==> src/rtl/alu_writeback_pkg.sv <==
// Shared definitions for the ALU writeback stage: flag bit positions,
// flag-update opcodes, branch condition codes and the condition evaluator.
package alu_writeback_pkg;

  localparam int FLAG_C = 2;
  localparam int FLAG_N = 1;
  localparam int FLAG_Z = 0;

  typedef enum logic [1:0] {
    FOP_HOLD = 2'b00,
    FOP_LOAD = 2'b01,
    FOP_SETC = 2'b10,
    FOP_CLRC = 2'b11
  } flag_op_e;

  typedef enum logic [2:0] {
    BR_AL = 3'b000,
    BR_EQ = 3'b001,
    BR_NE = 3'b010,
    BR_CS = 3'b011,
    BR_CC = 3'b100,
    BR_MI = 3'b101,
    BR_PL = 3'b110,
    BR_NV = 3'b111
  } br_cond_e;

  // Evaluate a branch condition against a {C,N,Z} flag vector.
  function automatic logic br_eval(input br_cond_e cond, input logic [2:0] f);
    logic taken;
    unique case (cond)
      BR_AL: taken = 1'b1;
      BR_EQ: taken = f[FLAG_Z];
      BR_NE: taken = !f[FLAG_Z];
      BR_CS: taken = f[FLAG_C];
      BR_CC: taken = !f[FLAG_C];
      BR_MI: taken = f[FLAG_N];
      BR_PL: taken = !f[FLAG_N];
      BR_NV: taken = 1'b0;
    endcase
    return taken;
  endfunction

endpackage

==> src/rtl/alu_writeback_flag_unit.sv <==
// Architectural status-flags register, flag_op decode and registered
// branch-condition evaluator. Branch queries see the flag value being
// written in the same cycle.
module flag_unit
  import alu_writeback_pkg::*;
(
  input  logic       clk,
  input  logic       reset,
  input  logic       upd,
  input  flag_op_e   flag_op,
  input  logic [2:0] in_flags,
  input  logic       br_req,
  input  br_cond_e   br_cond,
  output logic [2:0] flags,
  output logic       br_taken,
  output logic       br_done
);

  logic [2:0] flags_next;

  // Next-state flags: only an accepted ALU result may change them.
  always_comb begin
    // NOTE: default first so every path assigns flags_next; no latch.
    flags_next = flags;
    if (upd) begin
      unique case (flag_op)
        FOP_HOLD: ;
        FOP_LOAD: flags_next = in_flags;
        FOP_SETC: flags_next[FLAG_C] = 1'b1;
        FOP_CLRC: flags_next[FLAG_C] = 1'b0;
      endcase
    end
  end

  // Flags register and branch result; br_taken holds until the next query.
  always_ff @(posedge clk) begin
    // NOTE: non-blocking assignments so all registers update from pre-edge values.
    if (reset) begin
      flags    <= 3'b000;
      br_taken <= 1'b0;
      br_done  <= 1'b0;
    end else begin
      flags   <= flags_next;
      br_done <= br_req;
      if (br_req) br_taken <= br_eval(br_cond, flags_next);
    end
  end

endmodule

==> src/rtl/alu_writeback.sv <==
// ALU writeback stage: one-entry holding register in front of the
// register-file write port, with forwarding of the pending write and the
// status-flags / branch unit.
module alu_writeback
  import alu_writeback_pkg::*;
#(
  parameter int RA_W = 4,
  parameter int DW   = 8
) (
  input  logic            clk,
  input  logic            reset,
  input  logic            in_valid,
  output logic            in_ready,
  input  logic [DW-1:0]   in_data,
  input  logic [2:0]      in_flags,
  input  logic [RA_W-1:0] in_waddr,
  input  logic            in_rf_we,
  input  logic [1:0]      in_flag_op,
  output logic            rf_we,
  output logic [RA_W-1:0] rf_waddr,
  output logic [DW-1:0]   rf_wdata,
  input  logic            rf_ready,
  output logic            fwd_valid,
  output logic [RA_W-1:0] fwd_addr,
  output logic [DW-1:0]   fwd_data,
  output logic            cin,
  output logic [2:0]      flags,
  input  logic            br_req,
  input  logic [2:0]      br_cond,
  output logic            br_taken,
  output logic            br_done
);

  logic            occ;
  logic            hold_we;
  logic [RA_W-1:0] hold_addr;
  logic [DW-1:0]   hold_data;
  logic            accept;
  logic            wr_done;

  // The slot is free when empty, when its entry needs no write, or when
  // the write drains this cycle (so a new entry can replace it).
  assign in_ready = !occ || !hold_we || rf_ready;
  assign accept   = in_valid && in_ready;

  assign rf_we    = occ && hold_we;
  assign rf_waddr = hold_addr;
  assign rf_wdata = hold_data;
  assign wr_done  = rf_we && rf_ready;

  assign fwd_valid = rf_we;
  assign fwd_addr  = hold_addr;
  assign fwd_data  = hold_data;

  assign cin = flags[FLAG_C];

  // Holding register: capture on accept, retire on write or after one
  // cycle for entries that carry no register write.
  always_ff @(posedge clk) begin
    if (reset) begin
      // NOTE: address/data are reset too so the write port reads zero after reset.
      occ       <= 1'b0;
      hold_we   <= 1'b0;
      hold_addr <= '0;
      hold_data <= '0;
    end else if (accept) begin
      occ       <= 1'b1;
      hold_we   <= in_rf_we;
      hold_addr <= in_waddr;
      hold_data <= in_data;
    end else if (occ && (!hold_we || wr_done)) begin
      occ <= 1'b0;
    end
  end

  flag_unit u_flag_unit (
    .clk      (clk),
    .reset    (reset),
    .upd      (accept),
    .flag_op  (flag_op_e'(in_flag_op)),
    .in_flags (in_flags),
    .br_req   (br_req),
    .br_cond  (br_cond_e'(br_cond)),
    .flags    (flags),
    .br_taken (br_taken),
    .br_done  (br_done)
  );

endmodule

==> config.mk <==
export PLATFORM = sky130hd
export DESIGN_NAME = alu_writeback
export DESIGN_NICKNAME = d
export VERILOG_FILES = /design/src/rtl/alu_writeback_pkg.sv /design/src/rtl/alu_writeback_flag_unit.sv /design/src/rtl/alu_writeback.sv
export SDC_FILE = /design/constraint.sdc
export NUM_CORES = 1
export LEC_CHECK = 0
export CAP_MARGIN = 20
export CORE_ASPECT_RATIO = 0.75
export CORE_UTILIZATION = 38
export DETAILED_ROUTE_END_ITERATION = 8
export PLACE_DENSITY = 0.95
export RECOVER_POWER = 25
export SLEW_MARGIN = 20
export SYNTH_ARGS = -nofsm -noshare
export SYNTH_HDL_FRONTEND = slang
export SYNTH_SLANG_ARGS = --single-unit
export TNS_END_PERCENT = 10
==> constraint.sdc <==
create_clock -name clk -period 3 [get_ports clk]
set_clock_uncertainty 0.15 [all_clocks]
set_input_delay 0.6 -clock clk [delete_from_list [all_inputs] [get_ports clk]]
set_output_delay 0.6 -clock clk [all_outputs]
set_load 0.02 [all_outputs]
## Yosys cells after proc, flatten, opt, wreduce, memory -nomap -nowiden

Cells that the tools add are included.

| storage, ports and cells | value |
|---|---|
| bits in registers | 19 |

| cells by class | value |
|---|---|
| reduce and logical (&&, ||, !) cells | 14 |
| equal/unequal tests | 10 |
| muxes and demuxes | 6 |

Operators by type and width:

| cell | number |
|---|---|
| $eq A3 B3 Y1 const B | 4 |
| $pmux W1 S8 | 1 |
| $eq A3 B2 Y1 const B | 2 |
| $logic_not A1 Y1 | 5 |
| $eq A2 B2 Y1 const B | 2 |
| $logic_and A1 B1 Y1 | 4 |
| $eq A3 B1 Y1 const B | 1 |
| $logic_not A3 Y1 | 1 |
| $logic_or A1 B1 Y1 | 3 |
| $mux W3 | 1 |
| $pmux W1 S3 | 1 |
| $eq A2 B1 Y1 const B | 1 |
| $mux W1 | 2 |
| $mux W2 | 1 |
| $reduce_bool A2 Y1 | 1 |

## Longest topological paths before layout

| logic depth | value |
|---|---|
| depth in word-level cells | 7 |
| mapped depth | 6 |
| gate-level depth less buffers | 5 |

## By module

From an unflattened synthesis, not the netlist that was laid out.

| unflattened totals | value |
|---|---|
| cell total of the unflattened synthesis | 103 |
| area, all modules | 993.5 µm² |

By module, submodules not included:

| module | cells an instance | area each (µm²) | sequential area each (µm²) | instances |
|---|---|---|---|---|
| alu_writeback | 77 | 747.0 | 280.3 | 1 |
| flag_unit | 26 | 246.5 | 100.1 | 1 |

## Worst setup path after synthesis

Ideal clock, no wire load.

| timing path | value |
|---|---|
| kind | input-to-reg |
| from | input port rf_ready |
| to | register u_flag_unit.br_taken |
| arrival time | 2.006 ns |
| required time | 2.759 ns |
| stages on the path | 5 |
| slack | 0.754 ns |
| cell sequence | and3b_4 -> nor4b_4 -> mux4_2 -> mux2i_1 -> a311oi_1 |

| on the way | value |
|---|---|
| longest elaborated chain between the ends | 5 |
| elaborated cells on any way between the ends | 7 |
| those cells by class | 2 x mux; 5 x reduce/logical |

RTL lines:

| what | RTL line | text |
|---|---|---|
| from (decl) | alu_writeback.sv:22 | `input logic rf_ready,` |
| $logic_or A1 B1 Y1 * | alu_writeback.sv:43 | `assign in_ready = !occ \|\| !hold_we \|\| rf_ready;` |
| $logic_and A1 B1 Y1 * | alu_writeback.sv:44 | `assign accept = in_valid && in_ready;` |
| $mux W3 * | alu_writeback_flag_unit.sv:25 | `if (upd) begin` |
| $logic_not A1 Y1, on equally long branches | alu_writeback_pkg.sv:37, alu_writeback_pkg.sv:33, alu_writeback_pkg.sv:35 |  |
| $pmux W1 S8 * | alu_writeback_pkg.sv:30 | `unique case (cond)` |
| to (signal assigned) | alu_writeback_flag_unit.sv:45 | `if (br_req) br_taken <= br_eval(br_cond, flags_next);` |
| to (decl) | alu_writeback_flag_unit.sv:15 | `output logic br_taken,` |

Mark *: on every way between the ends. The rest lies on a longest branch, timed or not.
A chain may end at the register's enable or synchronous reset.

## Worst setup path in the final report

| timing path | value |
|---|---|
| from | input port rf_ready |
| to | output port in_ready |

| on the way | value |
|---|---|
| longest elaborated chain between the ends | 1 |

RTL lines:

| what | RTL line | text |
|---|---|---|
| $logic_or A1 B1 Y1 | alu_writeback.sv:43 |  |
| to (decl) | alu_writeback.sv:13 | `output logic in_ready,` |

No other way between the ends.

==> impl_metrics.yaml <==
outcome:
  outcome: "complete, but fails checks"
  violations: "design-rule violations"
floorplan:
  start_util_pct: 42.3
  fp.dieW_um: 57.8
  dieArea_um2: 2540
  coreArea_um2: 2100
  die_h_um: 43.9
  row_count: 14
  io_pins: 59
placement:
  placement.io_buffers: 58
  pre_cts_ws_ns: 0.0998
  place_hpwl_mm: 1.95
  placed_cell_area_um2: 1390
  dp_cells: 170
  gp_congestion: 0.852
critical_path:
  worst-r2r-cell-count: 5
  cp.required_ns: 2.25
  path_cells: "clkdlybuf4s50_1 > and3b_1 > inv_1 > clkdlybuf4s50_1"
  crit_top_cell: "clkdlybuf4s50_1"
  crit_type: "in -> out"
  critPathMaxStageDelay_ns: 0.64
  start_kind: "primary input"
  critPathMaxFanout: 5
  cp.arrival_ns: 2.09
  cp_slowest_cell: "clkdlybuf4s50_1"
  reg2reg_slack_ns: 0.81
  worstSetupEndpointType: "output port"
clock_tree:
  cts_hold_buf: 0
  cts_buffer_depth: 2
  cts_tree: "done"
  cts_setup_buffers: 0
  path_clk_slew_ns: 0.10
  cts.sinks: 19
  cts_resized: 0
  clk_latency_ns: 0.29
  cts_root_buf: "clkbuf_4"
  cts_buffers: 3
  htreeDepth: 1
synthesis:
  syn-mean-instance-area_um2: 8.46
  synthDistinctLibCells: 22
  synth_cells: 105
  ys_warn_count: 0
  syn_area_um2: 888
  yosysSeqAreaShare_pct: 42.8
  synth-seq-cells: 19
  syn_nets: 131
finish:
  area_growth_pct: 58.6
  final_area_um2: 1410
  drive_gt1_share_pct: 4.67
  instances_no_fill: 174
  antenna_cells: 0
  fin_nets: 177
power_and_ir_drop:
  powerDensity_nw_per_um2: 400
  power.leakage_nw: 0.528
  ir_drop_mv: 0.276
routing:
  met1Wirelength_um: 944
  firstDrtPassIters: 8
  wl_met3_um: 141
  first_iter_violations: 18
  antenna_left: 0
  routed_wl_mm: 2.46
  top_layer: "met4"
  vias: 893
  wl_per_cell_um: 14.1
  drc: 3
  wl_met2_mm: 1.29
  via_per_inst: 5.13
timing:
  finalSetupTns_ns: 0
  tightest_slew_ns: 0.689
  hold_violations: 0
  max_freq_ghz: 0.352
  rsz0062_at_grt: "false"
  worst_slack_ns: 0.159
  min_period_over_period_pct: 94.7
  fin_crit_ns: 2.84
  slew_headroom_pct: 53.9
  finalMaxSlewViolations: 0
  finalSetupViolations: 0
job:
  maxCapViolations: 0
global_routing:
  grt_max_degree: 20
  antenna_found_initial: 0
  grt_pass1_wl_mm: 3.93
  grt_overflow: 0
  grt_pass1_vias: 896
  grtUsageTotal_pct: 20.6
hold_path:
  hold_depth: 2
  hold_class: "reg -> reg"
-- cells in the mapped netlist --
| cell | count | share of area [%] |
|---|---|---|
| nand4_1 | 1 | 0.70 |
| nor2b_1 | 3 | 2.1 |
| and3b_4 | 1 | 1.4 |
| nand2_1 | 25 | 11 |
| dfxtp_1 | 19 | 43 |
| nand2b_1 | 1 | 0.70 |
| a21oi_1 | 14 | 7.9 |
| mux4_2 | 1 | 2.5 |
| nor3_1 | 1 | 0.56 |
| a311o_1 | 1 | 1.1 |
| a2bb2oi_1 | 1 | 0.99 |
| a31oi_1 | 1 | 0.70 |
| inv_2 | 2 | 0.85 |
| and2_1 | 1 | 0.70 |
| a311oi_1 | 1 | 0.99 |
| clkbuf_1 | 4 | 1.7 |
| nor4b_4 | 1 | 2.7 |
| a211oi_1 | 1 | 0.85 |
| nor2_1 | 7 | 3.0 |
| mux2i_1 | 4 | 4.5 |
| nand3b_1 | 1 | 0.85 |
| buf_4 | 14 | 12 |
-- logic make-up (layout without fill, tap and decap cells) --
group,after synthesis,count (layout),share of synthesized area [%]
AO/OA/AOI/OAI,19,19,12.5
multiplexers,5,5,7.04
buffers and inverters,20,65,14.4
flip-flops,19,19,42.8
AND/OR/NAND/NOR,42,42,23.2
-- layer usage --
| metal | vias up | GRT usage (%) |
|---|---|---|
| met5 | - | 0 |
| met4 | 0 | 10.0 |
| met2 | 44 | 39.3 |
| met3 | 10 | 5.37 |
| met1 | 409 | 21.0 |
| li1 | 430 | - |
-- worst max-delay path: cells and delay by family --
family	cells	cell delay [ns]
buffers and inverters	3	1.24
and+or+nand+nor	1	0.25
-- per-stage QoR --
step / utilization, % / power [mW] / hold slack, ns
global route: 67.0 / 0.590 / 0.345
floorplan: - / 0.363 / 0.336
detailed placement: 66.0 / 0.443 / 0.315
CTS: 67.2 / 0.568 / 0.329
finish: 67.0 / 0.563 / 0.327
global placement: 66.0 / 0.437 / 0.305
-- state kept, by name, indices dropped and copies added (netlist names) --
register,flops
u_flag_unit.br_taken,1
u_flag_unit.flags,3
hold_we,1
u_flag_unit.br_done,1
fwd_data,8
fwd_addr,4
occ,1
-- power breakdown --
| part | internal [mW] | leakage (nW) | switching (mW) |
|---|---|---|---|
| logic | 0.0848 | 0.356 | 0.0738 |
| registers | 0.267 | 0.157 | 0.0106 |
| clock network | 0.0517 | 0.0150 | 0.0751 |
-- cells in the final DEF, fill, tap and decap left out, drive strengths merged --
cell type	synthesis	final
clkdlybuf4s50	0	56
nand2	25	25
dfxtp	19	19
a21oi	14	14
nor2	7	7
mux2i	4	4
clkbuf	4	4
nor2b	3	3
dlygate4sd3	0	2
inv	2	2
and3b	1	1
and2	1	1
nor4b	1	1
a211oi	1	1
mux4	1	1
nand2b	1	1
nor3	1	1
nand3b	1	1
nand4	1	1
a311o	1	1
a31oi	1	1
a2bb2oi	1	1
a311oi	1	1
buf	14	1
-- final cells by class --
type | instances | area (um^2)
Inverter | 2 | 7.51
Sequential cell | 19 | 380
Fill cell | 184 | 693
Multi-Input combinational cell | 66 | 377
Timing Repair Buffer | 59 | 588
Clock buffer | 4 | 26.3
Tap cell | 24 | 30.0
-- final timing paths --
check | to | start
setup / recovery | in_ready | rf_ready
hold / removal | fwd_data[2]$_SDFFE_PP0N_ | fwd_data[2]$_SDFFE_PP0N_
setup reg to reg | u_flag_unit.br_taken$_SDFFE_PP0P_ | hold_we$_SDFFE_PP0N_
hold reg to reg | fwd_data[2]$_SDFFE_PP0N_ | fwd_data[2]$_SDFFE_PP0N_
No activity file was read; power rests on OpenSTA's default activity.
==> RTL edit (config.mk and constraints unchanged) <==
Set the parameter `DW` to 9 (it was 8).
--- a/src/rtl/alu_writeback.sv
+++ b/src/rtl/alu_writeback.sv
@@ -7,3 +7,3 @@
   parameter int RA_W = 4,
-  parameter int DW   = 8
+  parameter int DW   = 9
 ) (
Interface: changed (resized fwd_data, in_data and rf_wdata); port bits go from 59 to 62. The function was not compared with the original's and may differ.
==> RTL edit against the unedited design <==
Non-clock buffer count grew 3. Routed wire length is 0.85% higher. Synthesized area increased by 4.5%. Sequential cell count up 1. Power up 3.1%. Cell area up 5.1%. Largest cell class unchanged. Largest power group unchanged. Critical path depth unchanged. Setup slack gained 0.023 ns.
==> RTL edit: results (changes against the unedited design) <==
- FILL cells: 213 (+16%)
* Maximum number of pins on one net before global-route repair: 21 (+5.0%)
- Share of final-layout standard cells stronger than drive strength 1: 4.49% (-0.18 points)
- The count of buffers from port buffering was 61 (+5.2%).
- The run finished with clean final reports.
- Register area share after synthesis: 43.1% (+0.31 points)
* Portion of netlist area occupied by mux cells: 6.74% (-0.30 points)
* Cell types occupying the most area after synthesis: sky130_fd_sc_hd__dfxtp_1 43%, sky130_fd_sc_hd__buf_4 12%, sky130_fd_sc_hd__nand2_1 11%
* Nets@finish: 185 (+4.5%)
- The met2 global-route usage came to 38.9% (-0.45 points).
- Synthesized-area fraction occupied by ao, oa, aoi and oai cells: 12.5% (about the same)
- In the synthesized netlist the dominant register cell turns out to be sky130_fd_sc_hd__dfxtp_1.
- The worst-margin pin slew was 0.727 ns (+0.0376 ns).
- The met3 global-route usage was 6.30% (+0.93 points).
- The final weighted congestion of routability-driven global placement came to 0.789 (-7.5%).
- Average wire per cell in the routed design: 13.1 um (-7.6%)
- The number of optimization iterations in the first detailed-route pass was 4 (-4).
- Largest register FFs: 9 (+1)
- Net Count, Synth: 137 (+4.6%)
- Instance count of the mapped netlist: 110 (+4.8%)
- Static Leakage: 0.550 nW (+4.3%)
* Total detailed-routing wirelength: 2.48 mm (+0.85%)
- First-pass GRT wire length: 3.72 mm (-5.4%)
* Post-detailed-placement half-perimeter wirelength: 2.00 mm (+2.6%)
- Number of distinct standard cells referenced by the synthesized netlist: 22 (unchanged)
- Number of global-route vias before repair: 866 (-3.3%)
* Max VDD drop: 0.000230 V (-17%)
- The violation count after the first detailed-routing iteration was 25 (+7).
* GRT Resource Usage Total: 19.9% (-0.76 points)
- The CTS H-tree depth came to 1 (unchanged).
- Top post-synthesis cells by count: 27 x sky130_fd_sc_hd__nand2_1, 20 x sky130_fd_sc_hd__dfxtp_1, 15 x sky130_fd_sc_hd__a21oi_1, 15 x sky130_fd_sc_hd__buf_4, 7 x sky130_fd_sc_hd__nor2_1
- The met1 track demand over resource in global routing is 19.7% (-1.3 points).
* Worst min-delay path class: reg2reg
- The data arrival at the endpoint of the critical path was 2.07 ns (-0.02 ns).
- DP Cell Count: 187 (+10%)
- The clock-pin slew reported for the worst setup and hold paths after clock tree synthesis came to 0.10 ns (about the same).
* Vias per inst: 4.87 (-5.0%)
* Num CTS Buffers: 3 (unchanged)
[RTL edit: changes by cell type after synthesis, sizes merged]
| cell | delta |
|---|---|
| nand2 | +2 |
| dfxtp | +1 |
| buf | +1 |
| a21oi | +1 |
[RTL edit: cell families (layout without fill, tap and decap cells)]
family / count (synthesis) / after routing
AO/OA/AOI/OAI: 20 / 20
AND/OR/NAND/NOR: 44 / 44
buffers and inverters: 21 / 67
multiplexers: 5 / 5
flip-flops: 20 / 20
[RTL edit: worst max-delay path: cells and delay by family]
kind	cells	cell delay, ns
buf+inv	3	1.21
simple gates	1	0.25
[RTL edit: worst paths after layout]
check	to	slack, ns	from
max	in_ready	0.18	rf_ready
min	fwd_data[6]	0.33	fwd_data[6]
max reg2reg	u_flag_unit.br_taken	0.86	hold_we
min reg2reg	fwd_data[6]	0.33	fwd_data[6]
[RTL edit: cell type report]
type                            count  share of cell area (%)
Tap cell                           34                    2.87
Clock buffer                        3                    1.52
Inverter                            2                   0.507
Multi-Input combinational cell     69                    26.3
Timing Repair Buffer               62                    41.8
Sequential cell                    20                    27.0
[RTL edit: routing by layer]
metal	part of all wire, %	up-vias	wire length (um)
met5	0	-	0
met4	1.6	0	39
met3	5.9	6	147
met2	54	46	1350
met1	38	428	947
li1	-	446	-
[RTL edit: power by group]
| part | leakage (nW) | internal, W | switching (W) |
|---|---|---|---|
| Combinational | 0.371 | 0.0000888 | 0.0000760 |
| Sequential | 0.165 | 0.000281 | 0.0000113 |
| Clock | 0.0138 | 0.0000468 | 0.0000765 |
| Total | 0.550 | 0.000416 | 0.000164 |
[RTL edit: metrics by stage]
step	instance area (um2)	total power, W	worst slack, ns
global route	1480	0.000610	0.127
detailed placement	1460	0.000465	0.126
finish	1480	0.000580	0.182
global placement	1460	0.000459	0.211
CTS	1480	0.000590	0.272
floorplan	928	0.000382	0.754
